File: config.mk
export PLATFORM = sky130hd
export DESIGN_NAME = id_ex_stage
export DESIGN_NICKNAME = d
export VERILOG_FILES = /design/src/rtl/id_ex_stage.sv
export SDC_FILE = /design/constraint.sdc
export NUM_CORES = 1
export LEC_CHECK = 0
export BUFFER_PORTS_ARGS = -buffer_cell sky130_fd_sc_hd__buf_2
export CAP_MARGIN = 40
export CORE_MARGIN = 4
export CORE_UTILIZATION = 40
export DETAILED_ROUTE_END_ITERATION = 8
export MAX_ROUTING_LAYER = met4
export PLACE_DENSITY = 0.81
export SYNTH_ARGS = -nofsm -noshare
export SYNTH_HDL_FRONTEND = slang
export SYNTH_SLANG_ARGS = --single-unit
export TNS_END_PERCENT = 10
File: constraint.sdc
create_clock -name clk -period 7.64 [get_ports clk]
set_clock_uncertainty 0.15 [all_clocks]
set_input_delay 1.528 -clock clk [delete_from_list [all_inputs] [get_ports clk]]
set_output_delay 1.528 -clock clk [all_outputs]
set_load 0.05 [all_outputs]
File: src/rtl/id_ex_stage.sv
// ID/EX pipeline register of the 32-bit CPU: captures the decoded bundle and operands,
// detects load-use hazards (bubble + IF/ID stall) and honours external flush and hold.
module id_ex_stage #(
  parameter int DATA_W = 32,
  parameter int RA_W   = 5
) (
  input  logic              clk,
  input  logic              reset,
  input  logic              id_valid,
  input  logic [1:0]        id_alu_src,
  input  logic [3:0]        id_alu_op,
  input  logic              id_pc_src,
  input  logic              id_mem_read,
  input  logic              id_mem_write,
  input  logic [1:0]        id_mem_to_reg,
  input  logic              id_reg_write,
  input  logic [RA_W-1:0]   id_rs1_addr,
  input  logic [RA_W-1:0]   id_rs2_addr,
  input  logic [RA_W-1:0]   id_rd_addr,
  input  logic [DATA_W-1:0] id_rs1_data,
  input  logic [DATA_W-1:0] id_rs2_data,
  input  logic [DATA_W-1:0] id_imm,
  input  logic [DATA_W-1:0] id_pc_plus4,
  input  logic              flush,
  input  logic              hold,
  output logic              ex_valid,
  output logic [1:0]        ex_alu_src,
  output logic [3:0]        ex_alu_op,
  output logic              ex_pc_src,
  output logic              ex_mem_read,
  output logic              ex_mem_write,
  output logic [1:0]        ex_mem_to_reg,
  output logic              ex_reg_write,
  output logic [RA_W-1:0]   ex_rs1_addr,
  output logic [RA_W-1:0]   ex_rs2_addr,
  output logic [RA_W-1:0]   ex_rd_addr,
  output logic [DATA_W-1:0] ex_rs1_data,
  output logic [DATA_W-1:0] ex_rs2_data,
  output logic [DATA_W-1:0] ex_imm,
  output logic [DATA_W-1:0] ex_pc_plus4,
  output logic              stall_ifid,
  output logic [15:0]       bubble_count
);

  localparam int CNT_W = 16;

  function automatic logic [CNT_W-1:0] sat_inc(input logic [CNT_W-1:0] v);
    sat_inc = (v == {CNT_W{1'b1}}) ? v : v + 1'b1;
  endfunction

  logic              r_valid_p1;
  logic [1:0]        r_alu_src_p1;
  logic [3:0]        r_alu_op_p1;
  logic              r_pc_src_p1;
  logic              r_mem_read_p1;
  logic              r_mem_write_p1;
  logic [1:0]        r_mem_to_reg_p1;
  logic              r_reg_write_p1;
  logic [RA_W-1:0]   r_rs1_addr_p1;
  logic [RA_W-1:0]   r_rs2_addr_p1;
  logic [RA_W-1:0]   r_rd_addr_p1;
  logic [DATA_W-1:0] r_rs1_data_p1;
  logic [DATA_W-1:0] r_rs2_data_p1;
  logic [DATA_W-1:0] r_imm_p1;
  logic [DATA_W-1:0] r_pc_plus4_p1;
  logic [CNT_W-1:0]  r_bubble_cnt_p1;

  logic              w_rs1_match;
  logic              w_rs2_match;
  logic              w_hazard;
  logic              w_bubble;
  logic              w_load;
  logic              w_count;
  logic [1:0]        w_alu_src_g;
  logic [3:0]        w_alu_op_g;
  logic              w_pc_src_g;
  logic              w_mem_read_g;
  logic              w_mem_write_g;
  logic [1:0]        w_mem_to_reg_g;
  logic              w_reg_write_g;

  // Only a load sitting in EX can produce a value too late for forwarding; r0 never does.
  assign w_rs1_match = (r_rd_addr_p1 == id_rs1_addr);
  assign w_rs2_match = (r_rd_addr_p1 == id_rs2_addr);
  assign w_hazard    = r_valid_p1 & r_mem_read_p1 & (r_rd_addr_p1 != '0) & id_valid
                       & (w_rs1_match | w_rs2_match);

  assign stall_ifid  = (w_hazard | hold) & ~flush;

  // Priority: flush, then hold, then hazard bubble, then normal load.
  assign w_bubble    = flush | (~hold & w_hazard);
  assign w_load      = ~flush & ~hold & ~w_hazard;
  assign w_count     = ~flush & ~hold & w_hazard;

  assign w_alu_src_g    = id_valid ? id_alu_src    : '0;
  assign w_alu_op_g     = id_valid ? id_alu_op     : '0;
  assign w_pc_src_g     = id_valid & id_pc_src;
  assign w_mem_read_g   = id_valid & id_mem_read;
  assign w_mem_write_g  = id_valid & id_mem_write;
  assign w_mem_to_reg_g = id_valid ? id_mem_to_reg : '0;
  assign w_reg_write_g  = id_valid & id_reg_write;

  // ID -> EX stage boundary
  always_ff @(posedge clk or posedge reset) begin
    if (reset) begin
      r_valid_p1      <= 1'b0;
      r_alu_src_p1    <= '0;
      r_alu_op_p1     <= '0;
      r_pc_src_p1     <= 1'b0;
      r_mem_read_p1   <= 1'b0;
      r_mem_write_p1  <= 1'b0;
      r_mem_to_reg_p1 <= '0;
      r_reg_write_p1  <= 1'b0;
      r_rs1_addr_p1   <= '0;
      r_rs2_addr_p1   <= '0;
      r_rd_addr_p1    <= '0;
      r_rs1_data_p1   <= '0;
      r_rs2_data_p1   <= '0;
      r_imm_p1        <= '0;
      r_pc_plus4_p1   <= '0;
    end else if (w_bubble) begin
      r_valid_p1      <= 1'b0;
      r_alu_src_p1    <= '0;
      r_alu_op_p1     <= '0;
      r_pc_src_p1     <= 1'b0;
      r_mem_read_p1   <= 1'b0;
      r_mem_write_p1  <= 1'b0;
      r_mem_to_reg_p1 <= '0;
      r_reg_write_p1  <= 1'b0;
      r_rs1_addr_p1   <= '0;
      r_rs2_addr_p1   <= '0;
      r_rd_addr_p1    <= '0;
      r_rs1_data_p1   <= '0;
      r_rs2_data_p1   <= '0;
      r_imm_p1        <= '0;
      r_pc_plus4_p1   <= '0;
    end else if (w_load) begin
      r_valid_p1      <= id_valid;
      r_alu_src_p1    <= w_alu_src_g;
      r_alu_op_p1     <= w_alu_op_g;
      r_pc_src_p1     <= w_pc_src_g;
      r_mem_read_p1   <= w_mem_read_g;
      r_mem_write_p1  <= w_mem_write_g;
      r_mem_to_reg_p1 <= w_mem_to_reg_g;
      r_reg_write_p1  <= w_reg_write_g;
      r_rs1_addr_p1   <= id_rs1_addr;
      r_rs2_addr_p1   <= id_rs2_addr;
      r_rd_addr_p1    <= id_rd_addr;
      r_rs1_data_p1   <= id_rs1_data;
      r_rs2_data_p1   <= id_rs2_data;
      r_imm_p1        <= id_imm;
      r_pc_plus4_p1   <= id_pc_plus4;
    end
  end

  // Flush bubbles are deliberately not counted; only hazard bubbles are.
  always_ff @(posedge clk or posedge reset) begin
    if (reset) begin
      r_bubble_cnt_p1 <= '0;
    end else if (w_count) begin
      r_bubble_cnt_p1 <= sat_inc(r_bubble_cnt_p1);
    end
  end

  assign ex_valid      = r_valid_p1;
  assign ex_alu_src    = r_alu_src_p1;
  assign ex_alu_op     = r_alu_op_p1;
  assign ex_pc_src     = r_pc_src_p1;
  assign ex_mem_read   = r_mem_read_p1;
  assign ex_mem_write  = r_mem_write_p1;
  assign ex_mem_to_reg = r_mem_to_reg_p1;
  assign ex_reg_write  = r_reg_write_p1;
  assign ex_rs1_addr   = r_rs1_addr_p1;
  assign ex_rs2_addr   = r_rs2_addr_p1;
  assign ex_rd_addr    = r_rd_addr_p1;
  assign ex_rs1_data   = r_rs1_data_p1;
  assign ex_rs2_data   = r_rs2_data_p1;
  assign ex_imm        = r_imm_p1;
  assign ex_pc_plus4   = r_pc_plus4_p1;
  assign bubble_count  = r_bubble_cnt_p1;

endmodule

==> impl_results.md, run 1 <==
- Outcome: completed
- WL final: 22690 µm
- Synth cell count leaders: nand2_1 (217), dfrtp_1 (172), o22ai_1 (93)
- Asr flop ratio synth: 100.0%
- Hold WC Path Type: reg -> reg
- Via count: about 6800
- Clock slew at reported path FFs: 0.07 ns
- Cell area after synthesis: about 7200 µm²
- Gr usage total: 22.69%
- H-Tree Depth: 4
- # rows: 48
- First DRT Iteration DRCs: between 400 and 500
- First drt pass iteration count: 5
- Seq/Total Area, Yosys: roughly three fifths
- Die ar.: about 20000 µm²
- Routed Antenna Nets: 0
- Synth Flop Type: dfrtp_1
- GRT overflow: 0
- Syn nets: between 800 and 900
- Slack of the critical path: 2.664 ns
- YS warnings: 0
- Fin. max-slew vios: 0
- Number of global-route vias before repair: 6779
- Pwr/cell area: 234.7 nW/µm²
- CTS Buf Count: 17
- Crit path largest cell delay: 0.45 ns
- Vias/cell: 5.444
- Tot Pwr: between 2 and 2.5 mW
- Synth top area share: 59.74%
- Root buffer cell: clkbuf_16
- Area grow syn2layout: 34.44%
- Final min period: 4.976 ns
- Worst vdd ir: 0.1690 mV
- Max clock buf depth: 2
- Setup crit start kind: primary input
- CTS tree: built
- Pleak: 4.972 nW
- # DRC: 0
- #FFs+latches synth: approximately 170
- Final HPWL DP: 15860 µm
- Resized Gates After CTS: 0
- CP Max Fanout: 42
- Gate Count Post-Synth: 714
- Core area: 17480 µm²
- Most frequent cell after synthesis: nand2_1
- Worst skew pair latency: 0.42 ns
- Slew headroom: 38.02%
- Fraction of layout cells with a size suffix above 1: 37.56%
- Achievable clock frequency: between 200 and 250 MHz
- Die X: between 100 and 150 µm
- Sequence of cells on the critical path: buf_2, xnor2_1, nand3_1, o22ai_2, nand2_1, buf_4, a21oi_1, buf_2
- # fillers: roughly 1600
- I/O pin count: 333
- Final setup violation count: 0
- Place WS: 2.675 ns
- CP endpoint kind: output port
- Top cell by count, worst path: buf_2
- RSZ-0062 raised after global routing: false
- Hold_buf cts: 0
- Worst-Margin Slew: 0.9278 ns
- Starting Density: about 40%
- Setup Buffers After CTS: 0
- Avg Synthesized Cell Area: 10.09 µm²
- Worst path required time: 5.96 ns
- Die Y: between 100 and 150 µm
- MaxCap Viol Count: 0
- Post-synth top area cell: dfrtp_1
- Routability cong.: between 0.8 and 0.9
- Hold Vio Cnt, Final: 0
- Post-synth EDFFs: 0
- WL/cell: between 15 and 20 µm
- First-pass GRT wire length: 35610 µm
- Post-synth cell types: 33
- CP bufs+invs: 3
- CP delay by family, top: buffers and inverters
- Fin nets: between 1000 and 1500
- Slowest stage cell, crit path: o22ai_2
- Pin count of the biggest net entering global routing: 91
- Initial antenna violation count: 1
- WP data arrival: 3.30 ns
- Final Cycle Share: 65.13%
- Main area contributors after synthesis: dfrtp_1 (60%), nand2_1 (11%), o22ai_1 (8.1%)
- Setup_tns: 0 ns
- IO Port Bufs: 332
- CTS Sinks: 172
- Critical path class: in -> out
==> per-stage QoR <==
stage	hold WS (ns)	instances	instance area [µm²]	util, %
2_1_floorplan	0.6060	714	7204	-
3_3_place_gp	0.3009	1214	8972	51.34
3_5_place_dp	0.3067	1218	9075	51.93
4_1_cts	0.3229	1250	9683	55.41
5_1_grt	0.3536	1251	9686	55.42
6_report	0.3269	1251	9686	55.42
==> layout by cell type, fill, tap and decap left out, types with 2 or more instances in the layout <==
cell type / count
dfrtp_1: 172
buf_2: 330
xnor2_1: 17
o22ai_1: 93
mux2_1: 2
inv_6: 9
o21ai_0: 13
inv_1: 13
nor2_4: 3
mux2_2: 3
nand3_1: 22
bufinv_16: 2
xor2_1: 4
o41ai_1: 10
a32o_1: 41
nand2b_1: 2
buf_16: 3
inv_8: 3
nand4_1: 9
clkbuf_16: 17
and3_1: 5
nand2_1: 217
a21oi_1: 2
or4_1: 2
nor3_1: 7
buf_4: 10
==> final timing paths <==
path                                start         endpoint  slack [ns]  depth (start not counted)
min in group asynchronous           reset  ex_rs2_data[26]        0.83                          2
min reg2reg                ex_rs1_addr[0]   ex_rs1_addr[0]        0.33                          2
min                        ex_rs1_addr[0]   ex_rs1_addr[0]        0.33                          2
max reg2reg                 ex_rd_addr[3]   ex_rs2_addr[4]        4.88                          5
max in group asynchronous           reset  bubble_count[5]        5.68                          4
max                        id_rs2_addr[0]       stall_ifid        2.66                          8
==> worst reg2reg max path: stages (launching register included) <==
cell and delay, ns:
dfrtp_1 0.48, or4_1 0.65, o2111ai_2 0.41, nor2_4 0.11
buf_4 0.37, o41ai_1 0.47
==> cells by family (layout without fill, tap and decap cells) <==
logic type	count (synthesis)	in the layout	synth area share (%)
AOI/OAI and AO/OA	164	164	16.78
other	0	1	0
adders and majority gates	1	1	0.1736
DFF	172	172	59.74
xor gates and xnor gates	21	21	2.553
buffers and inverters	79	390	4.411
and+or+nand+nor	272	272	15.56
muxes	5	5	0.7815
==> power breakdown <==
group,internal [mW],switching [mW],leakage [nW]
Combinational,0.103,0.288,2.37
Clock,0.506,0.394,0.303
Sequential,0.955,0.0276,2.30
==> final cells by class <==
cell class | instances | area, µm² | area share (%)
diodes | 1 | 2.502 | 0.02584
flip-flops and latches | 172 | 4304 | 44.44
clock inverters | 14 | 168.9 | 1.744
clock buffers | 18 | 439.2 | 4.534
repair buffers | 344 | 1829 | 18.89
multi-input cells | 463 | 2603 | 26.87
inverters | 14 | 57.56 | 0.5942
well taps | 225 | 281.5 | 2.907
==> layer usage <==
metal  wire length (µm)  GRT usage [%]
met1               8768          27.67
met2              11410          36.65
met3               1798          4.671
met4                716          9.899
met5                  0              -
(Power assumes the default switching activity.)
==> run 2: changes to the inputs <==
--- a/config.mk
+++ b/config.mk
@@ -5,13 +5,14 @@
 export SDC_FILE = /design/constraint.sdc
 export NUM_CORES = 1
 export LEC_CHECK = 0
+export ABC_AREA = 1
 export BUFFER_PORTS_ARGS = -buffer_cell sky130_fd_sc_hd__buf_2
 export CAP_MARGIN = 40
 export CORE_MARGIN = 4
 export CORE_UTILIZATION = 40
 export DETAILED_ROUTE_END_ITERATION = 8
 export MAX_ROUTING_LAYER = met4
-export PLACE_DENSITY = 0.81
+export PLACE_DENSITY = 0.83
 export SYNTH_ARGS = -nofsm -noshare
 export SYNTH_HDL_FRONTEND = slang
 export SYNTH_SLANG_ARGS = --single-unit
==> constraint.sdc (replaced) <==
create_clock -name clk -period 4.2 [get_ports clk]
set_clock_uncertainty 0.15 [all_clocks]
set_input_delay 0.84 -clock clk [delete_from_list [all_inputs] [get_ports clk]]
set_output_delay 0.84 -clock clk [all_outputs]
set_load 0.05 [all_outputs]
==> impl_results.md, run 2 <==
- Outcome: completed
- Pwr/cell area: about 410 nW/µm²
- Crit path largest cell delay: 0.27 ns
- Die ar.: ~21000 µm²
- Gr busiest metal: met2
- #FFs+latches synth: 172
- Worst skew pair latency: 0.41 ns
- Clock slew at reported path FFs: 0.07 ns
- WL final: 21220 µm
- Area grow syn2layout: 32.48%
- Die Y: 144.4 µm
- Synth Flop Type: dfrtp_1
- Seq/Total Area, Yosys: 57.82%
- Avg Synthesized Cell Area: 8.458 µm²
- Via count: 6972
- Vias/cell: around 4.9
- Final Cycle Share: approximately three quarters
- Setup_tns: 0 ns
- Fin nets: 1349
- Most frequent cells in the layout: nand2_1 (401), buf_2 (332), dfrtp_1 (172)
- Worst path required time: 3.21 ns
- # DRC: 0
- H-Tree Depth: 4
- Hold Worst Slack: between 0.3 and 0.4 ns
- Synth cell count leaders: nand2_1 (401), dfrtp_1 (172), o21ai_0 (84)
- Fraction of layout cells with a size suffix above 1: 33.08%
- RSZ-0062 raised after global routing: false
- CTS Buf Count: 17
- Syn nets: 1041
- GRT overflow: 0
- # fillers: 1648
- Sequence of cells on the critical path: buf_2, inv_1, nand2_1, nand2_1, nor2_1, nand3_1, nand2_2, nand2_2, a21oi_1, buf_2
- CP bufs+invs: 3
- CP endpoint kind: output port
- Multi-input gate area: about 2700 µm²
- Root buffer cell: clkbuf_16
- Final setup violation count: 0
- Final core occ: 54.34%
- Synth top area share: approximately 58%
- Reg-to-reg setup timing slack: roughly 1.6 ns
- Hold_buf cts: 0
- WP data arrival: between 2 and 2.5 ns
- CP Max Fanout: 14
- Main area contributors after synthesis: dfrtp_1 (58%), nand2_1 (20%), o21ai_0 (5.6%)
- Setup crit start kind: primary input
- Met2 GRT Util: 32.99%
- Gr usage total: just over 20%
- Asr flop ratio synth: 100.0%
- Slack of the critical path: 1.049 ns
- Commonest non-fill, non-tap cell in the layout: nand2_1
- Hold WC Path Type: in -> async
- YS warnings: 0
- Post-synth top area cell: dfrtp_1
- Post-synth EDFFs: 0
- Post-synth cell types: 28
- CP delay by family, top: simple AND/OR/NAND/NOR gates
- M3 GR Usage: around 5.0%
- First-pass GRT wire length: around 33000 µm
- Pleak: 5.481 nW
- Achievable clock frequency: about 320 MHz
- First DRT Iteration DRCs: approximately 330
- CTS Sinks: 172
- Routed Antenna Nets: 0
- Gate Count Post-Synth: between 800 and 900
- MaxCap Viol Count: 0
- Critical path class: in -> out
- Resized Gates After CTS: 0
- Setup Buffers After CTS: 0
- Cell area after synthesis: 7443 µm²
- Final min period: 3.151 ns
- Worst vdd ir: 0.2479 mV
- Slew headroom: 42.07%
- Slowest stage cell, crit path: buf_2
- Core area: between 15000 and 20000 µm²
- Fin. max-slew vios: 0
- Max clock buf depth: 2
- Routability cong.: 0.8808
- Starting Density: roughly two fifths
- Storage cell area: 4304 µm²
- First drt pass iteration count: 7
- # rows: 49
- I/O pin count: 333
- Worst-Margin Slew: roughly 0.87 ns
- Pin count of the biggest net entering global routing: 95
- WL/cell: around 15 µm
- Tot Pwr: 4.073 mW
- Hold Vio Cnt, Final: 0
- Most frequent cell after synthesis: nand2_1
- CTS tree: built
- Final HPWL DP: 15320 µm
- Initial antenna violation count: 2
- Number of global-route vias before repair: between 6000 and 7000
- Place WS: 1.033 ns
- IO Port Bufs: ~330
- Die X: around 140 µm
- M1 GR Usage: 25.14%
## run 2: stage by stage
| stage | cells | area (µm²) |
|---|---|---|
| after floorplan | 880 | 7447 |
| after global placement | 1397 | 9239 |
| after detailed placement | 1398 | 9266 |
| after CTS | 1429 | 9856 |
| after global routing | 1431 | 9861 |
| final | 1431 | 9861 |
## run 2: worst paths after layout
check                                   to  depth (start not counted)       startpoint
min in group clk           ex_rs1_data[24]                          2  ex_rs1_data[24]
hold / removal                  ex_imm[28]                          3            reset
max in group asynchronous   ex_pc_plus4[4]                          4            reset
setup reg to reg           ex_rs2_data[20]                         10    ex_rd_addr[4]
setup / recovery                stall_ifid                         10   id_rs2_addr[4]
hold reg to reg            ex_rs1_data[24]                          2  ex_rs1_data[24]
## run 2: area by class of cell
cell class              instances  share of cell area, %
clock buffers                  18                  4.352
well taps                     229                  2.906
repair buffers                342                  18.20
inverters                      42                  1.662
flip-flops and latches        172                  43.65
multi-input cells             613                  27.56
diodes                          2                0.05075
clock inverters                13                  1.624
## run 2: power by group
group          switching [mW]  internal [mW]
Sequential             0.0460           1.74
Clock                   0.690          0.893
Combinational           0.530          0.175
## run 2: worst reg2reg max path: stages, from the launching register on
cell,delay (ns)
dfrtp_1,0.48
inv_2,0.08
nand2_1,0.06
nand2_1,0.06
nor2_1,0.11
nand3_1,0.11
nand2_2,0.15
nand2_2,0.21
nand2_4,0.45
buf_4,0.44
o21ai_0,0.16
## run 2: routing by layer
metal  wire (µm)  vias to the layer above
met2       10490                      263
li1            -                     3411
met3        1510                       29
met1        8817                     3269
met5           0                        -
met4         399                        0
## run 2: logic make-up after synthesis
logic type | count (synthesis) | share of synthesized area (%)
AOI/OAI and AO/OA | 146 | 10.42
xor gates and xnor gates | 16 | 1.883
adders and majority gates | 1 | 0.1681
buffers and inverters | 95 | 5.732
DFF | 172 | 57.82
and+or+nand+nor | 450 | 23.97
==> run 3: changes to the inputs <==
--- a/config.mk
+++ b/config.mk
@@ -12,7 +12,7 @@
 export CORE_UTILIZATION = 40
 export DETAILED_ROUTE_END_ITERATION = 8
 export MAX_ROUTING_LAYER = met4
-export PLACE_DENSITY = 0.83
+export PLACE_DENSITY = 0.81
 export SYNTH_ARGS = -nofsm -noshare
 export SYNTH_HDL_FRONTEND = slang
 export SYNTH_SLANG_ARGS = --single-unit
==> constraint.sdc (replaced) <==
create_clock -name clk -period 2.9 [get_ports clk]
set_clock_uncertainty 0.15 [all_clocks]
set_input_delay 0.58 -clock clk [delete_from_list [all_inputs] [get_ports clk]]
set_output_delay 0.58 -clock clk [all_outputs]
set_load 0.05 [all_outputs]
==> impl_results.md, run 3 (same netlist as run 2, synthesis figures left out) <==
- Outcome: completed
- Pin count of the biggest net entering global routing: roughly 140
- Fin area: around 9800 µm²
- Reg power frac: 44.1%
- Setup Buffers After CTS: 0
- Die Y: 144.4 µm
- Sw Pwr: 1.859 mW
- Fin nets: 1349
- Via count: 6898
- Number of global-route vias before repair: 6547
- Fraction of layout cells with a size suffix above 1: 33.06%
- Setup crit start kind: flop
- Area grow syn2layout: 32.19%
- Slew headroom: 47.46%
- CP Max Fanout: 5
- Fin. max-slew vios: 0
- Achievable clock frequency: around 390 MHz
- Initial antenna violation count: 2
- First DRT Iteration DRCs: 414
- P_int: 4.000 mW
- Critical path class: reg -> out
- Final HPWL DP: 15180 µm
- Commonest non-fill, non-tap cell in the layout: nand2_1
- Clock slew at reported path FFs: roughly 0.070 ns
- WL final: between 20000 and 25000 µm
- Pleak: 5.474 nW
- First drt pass iteration count: 6
- Root buffer cell: clkbuf_16
- Worst path required time: approximately 2.2 ns
- Sw Ratio: 31.73%
- Core area: 18150 µm²
- Hold WC Path Type: in -> async
- Vias/cell: 4.817
- Placed cell area: 9259 µm²
- Die X: around 140 µm
- Most frequent cells in the layout: nand2_1 (401), buf_2 (332), dfrtp_1 (172)
- IO Port Bufs: 332
- CTS Buf Count: 17
- Gr usage total: 20.69%
- Routability cong.: 0.8888
- Routed Antenna Nets: 0
- GRT overflow: 0
- Die ar.: 20850 µm²
- Worst-Margin Slew: 0.7881 ns
- Gate power share: 17.4%
- Resized Gates After CTS: 0
- First-pass GRT wire length: approximately 33000 µm
- Max clock buf depth: 2
- Worst skew pair latency: 0.42 ns
- Hold Worst Slack: 0.1764 ns
- Final Cycle Share: 88.86%
- Starting Density: 41.02%
- WL/cell: 15.03 µm
- Final min period: approximately 2.6 ns
- Pwr/cell area: between 500 and 600 nW/µm²
- Hold_buf cts: 0
- H-Tree Depth: 4
- CTS Sinks: 172
- # DRC: 0
- CP endpoint kind: output port
- MaxCap Viol Count: 0
- Worst vdd ir: roughly 0.36 mV
- Hold Vio Cnt, Final: 0
- # rows: 49
- WP data arrival: around 1.9 ns
- # fillers: 1681
- Final setup violation count: 0
- CTS tree: built
- Clk pwr share: 38.5%
- I/O pin count: 333
- RSZ-0062 raised after global routing: false
run 3: area by class of cell:
| class | count | area, µm² | area share (%) |
|---|---|---|---|
| Multi-Input combinational cell | 613 | 2718 | 27.62 |
| Clock buffer | 20 | 446.7 | 4.540 |
| Inverter | 42 | 163.9 | 1.666 |
| Antenna cell | 2 | 5.005 | 0.05086 |
| Tap cell | 229 | 286.5 | 2.912 |
| Timing Repair Buffer | 342 | 1787 | 18.16 |
| Clock inverter | 12 | 128.9 | 1.310 |
| Sequential cell | 172 | 4304 | 43.74 |
run 3: power by group through the flow:
stage               Combinational [mW]  Sequential, mW  Clock, mW
finish                            1.02            2.58       2.26
global route                      1.10            2.60       2.41
CTS                               1.03            2.58       2.30
detailed placement                1.04            2.63          0
global placement                  1.02            2.62          0
floorplan                        0.272            3.05          0
run 3: layer usage:
layer / share of wire [%] / track usage, % / vias to the layer above
met4: 2.1 / 7.020 / 0
met1: 41 / 25.81 / 3219
met3: 6.9 / 4.365 / 28
met2: 50 / 33.65 / 248
li1: - / - / 3403
met5: 0 / - / -
run 3: final timing paths:
check / from / to / slack (ns) / cells past startpoint
min: reset / ex_imm[29] / 0.18 / 3
min in group clk: id_pc_plus4[3] / ex_pc_plus4[3] / 0.25 / 3
max: ex_rd_addr[0] / stall_ifid / 0.32 / 9
max in group asynchronous: reset / ex_rs1_data[28] / 1.77 / 3
min reg2reg: ex_rs1_addr[0] / ex_rs1_addr[0] / 0.32 / 2
max reg2reg: ex_rd_addr[0] / ex_rs1_data[14] / 0.67 / 11
run 3: per-stage QoR:
stage	TNS (ns)	utilization (%)	worst slack (ns)	power, mW	cells
after floorplan	-4.595	-	-0.02669	3.323	880
after global placement	0	51.02	0.4865	3.649	1398
after detailed placement	0	51.02	0.4505	3.661	1398
after CTS	0	54.19	0.2528	5.918	1430
after global routing	0	54.22	0.1423	6.107	1432
final	0	54.22	0.3232	5.860	1432
run 3: worst max-delay path, stage by stage (launching register included):
cell	delay, ns
dfrtp_1	0.42
inv_2	0.08
nand2_1	0.06
nand2_1	0.05
nor2_1	0.14
nand3_1	0.10
nand2_2	0.11
nand2_2	0.07
a21oi_1	0.12
buf_2	0.28
